[config.mk]
export PLATFORM = sky130hd
export DESIGN_NAME = alu_arbiter
export DESIGN_NICKNAME = d
export VERILOG_FILES = /design/src/rtl/alu_arbiter.sv
export SDC_FILE = /design/constraint.sdc
export NUM_CORES = 1
export LEC_CHECK = 0
export BUFFER_PORTS_ARGS = -buffer_cell sky130_fd_sc_hd__buf_2
export CAP_MARGIN = 25
export CORE_AREA = 2 2 121 123
export CTS_BUF_LIST = sky130_fd_sc_hd__clkbuf_2 sky130_fd_sc_hd__clkbuf_4 sky130_fd_sc_hd__clkbuf_8
export CTS_CLUSTER_DIAMETER = 80
export DETAILED_ROUTE_END_ITERATION = 8
export DIE_AREA = 0 0 123 125
export HOLD_SLACK_MARGIN = 0.15
export PLACE_DENSITY = 0.75
export SLEW_MARGIN = 0
export SYNTH_ARGS = -nofsm -noshare
export SYNTH_HDL_FRONTEND = slang
export SYNTH_SLANG_ARGS = --single-unit
[constraint.sdc]
create_clock -name clk -period 1.72 [get_ports clk]
set_clock_uncertainty 0.2 [all_clocks]
set_input_delay 0.172 -clock clk [delete_from_list [all_inputs] [get_ports clk]]
set_output_delay 0.172 -clock clk [all_outputs]
set_load 0.02 [all_outputs]
[src/rtl/alu_arbiter.sv]
`default_nettype none
// ============================================================================
// Module   : alu_arbiter
// Brief    : Shares one combinational ALU between two requesters over
//            valid/ready request and response channels. Optional macro
//            ALU_ARB_RR_EN selects round-robin grant; otherwise port 0 wins.
// Revision : 1.0 - initial release
// ============================================================================
module alu_arbiter #(
    parameter int DATA_W = 32,
    parameter int OP_W   = 5
) (
    input  logic                   clk,
    input  logic                   rst_n,
    input  logic [1:0]             req_valid,
    output logic [1:0]             req_ready,
    input  logic [1:0][OP_W-1:0]   req_opcode,
    input  logic [1:0][DATA_W-1:0] req_a,
    input  logic [1:0][DATA_W-1:0] req_b,
    output logic [1:0]             rsp_valid,
    input  logic [1:0]             rsp_ready,
    output logic [1:0][DATA_W-1:0] rsp_data,
    output logic [OP_W-1:0]        alu_opcode,
    output logic [DATA_W-1:0]      alu_a,
    output logic [DATA_W-1:0]      alu_b,
    input  logic [DATA_W-1:0]      alu_result
);

    localparam logic [1:0] c_IDLE = 2'd0;
    localparam logic [1:0] c_EXEC = 2'd1;
    localparam logic [1:0] c_RESP = 2'd2;

    logic [1:0]        r_state;
    logic              r_owner;
    logic [DATA_W-1:0] r_result;
    logic [OP_W-1:0]   r_opcode;
    logic [DATA_W-1:0] r_a;
    logic [DATA_W-1:0] r_b;
    logic              w_gnt_idx;
    logic              w_accept;

`ifdef ALU_ARB_RR_EN
    logic              r_last;

    // Under contention the port that did not win last time is served.
    always_comb begin
        w_gnt_idx = req_valid[1];
        if (req_valid == 2'b11) begin
            w_gnt_idx = ~r_last;
        end
    end
`else
    always_comb begin
        w_gnt_idx = req_valid[1] & ~req_valid[0];
    end
`endif

    assign w_accept     = (r_state == c_IDLE) && (req_valid != 2'b00);
    assign req_ready[0] = w_accept & ~w_gnt_idx;
    assign req_ready[1] = w_accept &  w_gnt_idx;

    assign rsp_valid[0] = (r_state == c_RESP) & ~r_owner;
    assign rsp_valid[1] = (r_state == c_RESP) &  r_owner;
    assign rsp_data[0]  = r_result;
    assign rsp_data[1]  = r_result;

    assign alu_opcode   = r_opcode;
    assign alu_a        = r_a;
    assign alu_b        = r_b;

    always_ff @(posedge clk or negedge rst_n) begin
        if (!rst_n) begin
            r_state  <= c_IDLE;
            r_owner  <= 1'b0;
            r_result <= '0;
            r_opcode <= '0;
            r_a      <= '0;
            r_b      <= '0;
`ifdef ALU_ARB_RR_EN
            r_last   <= 1'b1;
`endif
        end else begin
            case (r_state)
                c_IDLE: begin
                    if (w_accept) begin
                        r_opcode <= req_opcode[w_gnt_idx];
                        r_a      <= req_a[w_gnt_idx];
                        r_b      <= req_b[w_gnt_idx];
                        r_owner  <= w_gnt_idx;
`ifdef ALU_ARB_RR_EN
                        r_last   <= w_gnt_idx;
`endif
                        r_state  <= c_EXEC;
                    end
                end
                c_EXEC: begin
                    r_result <= alu_result;
                    r_state  <= c_RESP;
                end
                c_RESP: begin
                    if (rsp_ready[r_owner]) begin
                        r_state <= c_IDLE;
                    end
                end
                default: begin
                    r_state <= c_IDLE;
                end
            endcase
        end
    end

endmodule
`default_nettype wire

==> results of run 1 <==
[stage by stage]
stage	worst slack, ps	cell area (um2)	hold WS [ps]
3_3_place_gp	93.9	6240	-18.5
3_5_place_dp	47.4	6240	-10.4
2_1_floorplan	71.1	4570	-324
[kinds of logic after synthesis]
family / count (synthesis) / synth area share
mux: 33 / 0.0812
flops: 104 / 0.569
buf+inv: 59 / 0.0870
simple gates: 78 / 0.109
compound gates: 72 / 0.154
[Yosys cell counts]
cell	number	area share
sky130_fd_sc_hd__buf_4	32	0.053
sky130_fd_sc_hd__mux2_2	33	0.081
sky130_fd_sc_hd__a221o_1	69	0.15
sky130_fd_sc_hd__buf_2	3	0.0033
sky130_fd_sc_hd__dfrtp_1	104	0.57
sky130_fd_sc_hd__o21ai_0	1	0.0011
sky130_fd_sc_hd__nor3b_2	1	0.0027
sky130_fd_sc_hd__nor2_1	4	0.0033
sky130_fd_sc_hd__a21oi_1	1	0.0011
sky130_fd_sc_hd__and2_1	69	0.094
sky130_fd_sc_hd__o21ai_1	1	0.0011
sky130_fd_sc_hd__inv_1	2	0.0016
sky130_fd_sc_hd__or2_1	1	0.0014
sky130_fd_sc_hd__nand2b_1	2	0.0027
sky130_fd_sc_hd__nor3b_4	1	0.0041
sky130_fd_sc_hd__clkbuf_1	15	0.012
sky130_fd_sc_hd__buf_6	7	0.017
==> metrics.txt, run 1 <==
Stop stage clock tree synthesis; clock tree buffer depth 2; YS warnings 0; cell at the root of the clock tree sky130_fd_sc_hd__clkbuf_8; estimated wirelength of the detail-placed design 9440 um; status stopped before the end; post-synthesis sequential element count 104; sequential fraction of the synthesis area 0.569; post-synth net total 522; total standard cell area after synthesis 4570 um2; floorplan die width 123 um; number of setup buffers added after CTS 5; count of H-tree levels built during CTS 3; quantity of gates resized following cts 11; global placement routability congestion 0.800; synthesized area per cell 13.2 um2; buffers added on ports 312; io pins 313; starting density of the core 0.322; Row Count 44; cts bufs inserted 9; error message [ERROR RSZ-0060] Max buffer count reached.; number of different library cells in the post-synthesis netlist 17; total of hold buffers inserted after clock tree synthesis 165; synthesized netlist cell count 346; # placed instances 802; TritonCTS Sinks 104; height of the chip 125 um
==> run 2: changes to the inputs <==
CORE_AREA = unset   (was 2 2 121 123)
CORE_UTILIZATION = 20   (was unset)
CTS_BUF_LIST = unset   (was sky130_fd_sc_hd__clkbuf_2 sky130_fd_sc_hd__clkbuf_4 sky130_fd_sc_hd__clkbuf_8)
CTS_CLUSTER_DIAMETER = unset   (was 80)
DIE_AREA = unset   (was 0 0 123 125)
HOLD_SLACK_MARGIN = unset   (was 0.15)
PLACE_DENSITY = unset   (was 0.75)
PLACE_DENSITY_LB_ADDON = 0.15   (was unset)
clock period = 2.2 ns   (was 1.72 ns; I/O delays follow)
==> run 2 against run 1 <==
The flow now finishes without violations. Synthesized area unchanged. Synthesized cell count stayed put.
==> metrics.txt, run 2 <==
status finished clean; synth cell count leaders sky130_fd_sc_hd__dfrtp_1, sky130_fd_sc_hd__a221o_1, sky130_fd_sc_hd__and2_1; total inserted antenna cells 0; capturing instance or port of the critical path req_ready[1]; synthesized netlist cell count 346; number of vias in the routed layout 4488; WP buf/inv 1; number of different library cells in the post-synthesis netlist 17; launching element of the worst setup path r_state[1]; number of synthesized flops with an enable pin 0; ANT nets after route 0; Post-layout nets 970; clock tree from TritonCTS built; height of the chip 153 um; detailed-route vias per instance 4.16; Reg2Reg Launch Point r_state[1]; largest voltage drop on the vdd net 592 uV; cell at the root of the clock tree sky130_fd_sc_hd__clkbuf_16; list of cells traversed by the critical path or2_1 -> nor3b_4 -> buf_2; fin crit share 0.907; YS warnings 0; global placement routability congestion 0.714; per-cell routed wire length 14.8 um; arrival time at the worst endpoint 1580 ps; first-pass iteration count of the detailed router 4; cell area power density 1280 nW/um2; Critical Path Source Type flip-flop; actual slew at the worst max-slew pin 462 ps; top flip-flop cell by instance count after synthesis sky130_fd_sc_hd__dfrtp_1; share of cells above drive strength 1 0.467; Power, Total 10500 uW; quantity of gates resized following cts 0; post-synth net total 522; clock tree buffer depth 2; wirelength, routed 16000 um; asr flop ratio synth 1.00; depth of the worst register-to-register path 4; number of max-cap violations 0; die outline area 23500 um2; kind of path behind the tightest hold check in2reg; cell taking the most area after synthesis sky130_fd_sc_hd__dfrtp_1; nature of the critical path endpoint output port; area of the placeable core 22100 um2; highest clock rate 0.501 GHz; count of H-tree levels built during CTS 3; source-to-sink clock delay at the later pin of the worst-skew pair 350 ps; clock transition at the register clock pins on the worst setup and hold paths after CTS 80 ps; area share of the largest cell type after synthesis 0.569; number of setup buffers added after CTS 0; number of global-route vias before repair 4624; leading cell type in the layout, fill and taps excluded sky130_fd_sc_hd__buf_2; DR DRC count 0; sequential fraction of the synthesis area 0.569; final setup violation count 0; final critical path time including I/O delays and setup 2000 ps; Row Count 54; total standard cell area after synthesis 4570 um2; number of DRC markers after the initial detailed-route iteration 173; synthesized area per cell 13.2 um2; Max stage delay on crit path 450 ps; starting density of the core 0.207; buffers added on ports 312; type of the worst setup path reg2out; Leak 0.00405 uW; worst rel slew slack 0.692; most frequent cell after synthesis sky130_fd_sc_hd__dfrtp_1; TritonCTS Sinks 104; count of final max-slew check failures 0; floorplan die width 153 um; io pins 313; setup repair after global routing missed its margin no; Area contributors post-synth sky130_fd_sc_hd__dfrtp_1, sky130_fd_sc_hd__a221o_1, sky130_fd_sc_hd__and2_1; worst r2r dst alu_a[0]; top library cells by usage in the layout, fill and taps aside sky130_fd_sc_hd__buf_2, sky130_fd_sc_hd__dlygate4sd3_1, sky130_fd_sc_hd__dfrtp_1; post-synthesis sequential element count 104; Top delay family on crit path simple AND/OR/NAND/NOR gates; area growth from synthesis to final layout 80.0%; maximum number of pins on one net before global-route repair 61; Critical Path Stages 3; final total negative setup slack 0 ps; estimated wirelength of the detail-placed design 10800 um; All-Layer GR Usage 0.136; number of hold violations in the final report 0; initial antenna violation count 0; highest net fanout along the worst path 5; first-pass GRT wire length 24500 um; aggregate global routing overflow 0; cts bufs inserted 9; critical path's slowest cell sky130_fd_sc_hd__dfrtp_1; required time of the worst setup path 1780 ps; internal reg-to-reg setup slack 330 ps
## run 2: cell counts after synthesis
No cell type changed its count.
## run 2: cells by family (layout without fill, tap and decap cells)
| family | after synthesis | in the layout | synth area share |
|---|---|---|---|
| compound gates | 72 | 72 | 0.154 |
| simple gates | 78 | 78 | 0.109 |
| flops | 104 | 104 | 0.569 |
| buf+inv | 59 | 512 | 0.0870 |
| mux | 33 | 33 | 0.0812 |
## run 2: worst min-delay path by stage
stage / startpoint / endpoint / slack, ps / cells after the start
finish: req_b[8] / alu_b[8] / 30 / 3
global route: req_b[8] / alu_b[8] / 30 / 3
CTS: req_b[8] / alu_b[8] / 5 / 3
detailed placement: rst_n / alu_a[18] / -110 / 1
global placement: rst_n / alu_a[18] / -120 / 1
floorplan: rst_n / alu_a[0] / -280 / 0
## run 2: power by group
part	internal, uW	switching [uW]	total [uW]
Clock	782	745	1530
Combinational	2320	3160	5480
Sequential	2870	633	3500
Total	5970	4540	10500
## run 2: final cells by class
cell class / count / area (um2)
fillers: 2154 / 13900
repair buffers: 494 / 3400
flip-flops and latches: 104 / 2600
multi-input cells: 183 / 1590
well taps: 280 / 350
clock buffers: 9 / 225
clock inverters: 7 / 55.1
inverters: 2 / 7.51
## run 2: metal layers
metal,GRT usage,vias up,routed length (um)
met5,0,-,0
met4,0.0673,0,423
met2,0.232,221,7790
met1,0.163,2107,6790
li1,-,2139,-
met3,0.0250,21,968
## run 2: what timing repair did
item	in CTS	in global routing
hold buffers	173	0
endpoints found under the setup margin	0	0
hold endpoints to repair	207	0
## run 2: worst reg2reg max path, cell delays in order, from the launching register on
cell and delay (ps):
sky130_fd_sc_hd__dfrtp_1 450, sky130_fd_sc_hd__or2_1 290, sky130_fd_sc_hd__nor3b_4 260, sky130_fd_sc_hd__buf_4 370, sky130_fd_sc_hd__a221o_1 240
## run 2: metrics by stage
step | instances | instance area, um2 | hold slack [ps] | util | worst slack, ps
6_report | 1079 | 8230 | 25.3 | 0.373 | 204
4_1_cts | 1079 | 8230 | 4.67 | 0.373 | 158
3_3_place_gp | 890 | 6220 | -119 | 0.282 | 381
3_5_place_dp | 890 | 6220 | -113 | 0.282 | 338
2_1_floorplan | 346 | 4570 | -276 | - | 540
5_1_grt | 1079 | 8230 | 30.6 | 0.373 | 139
Note: power is estimated with default switching activity, not from simulation.
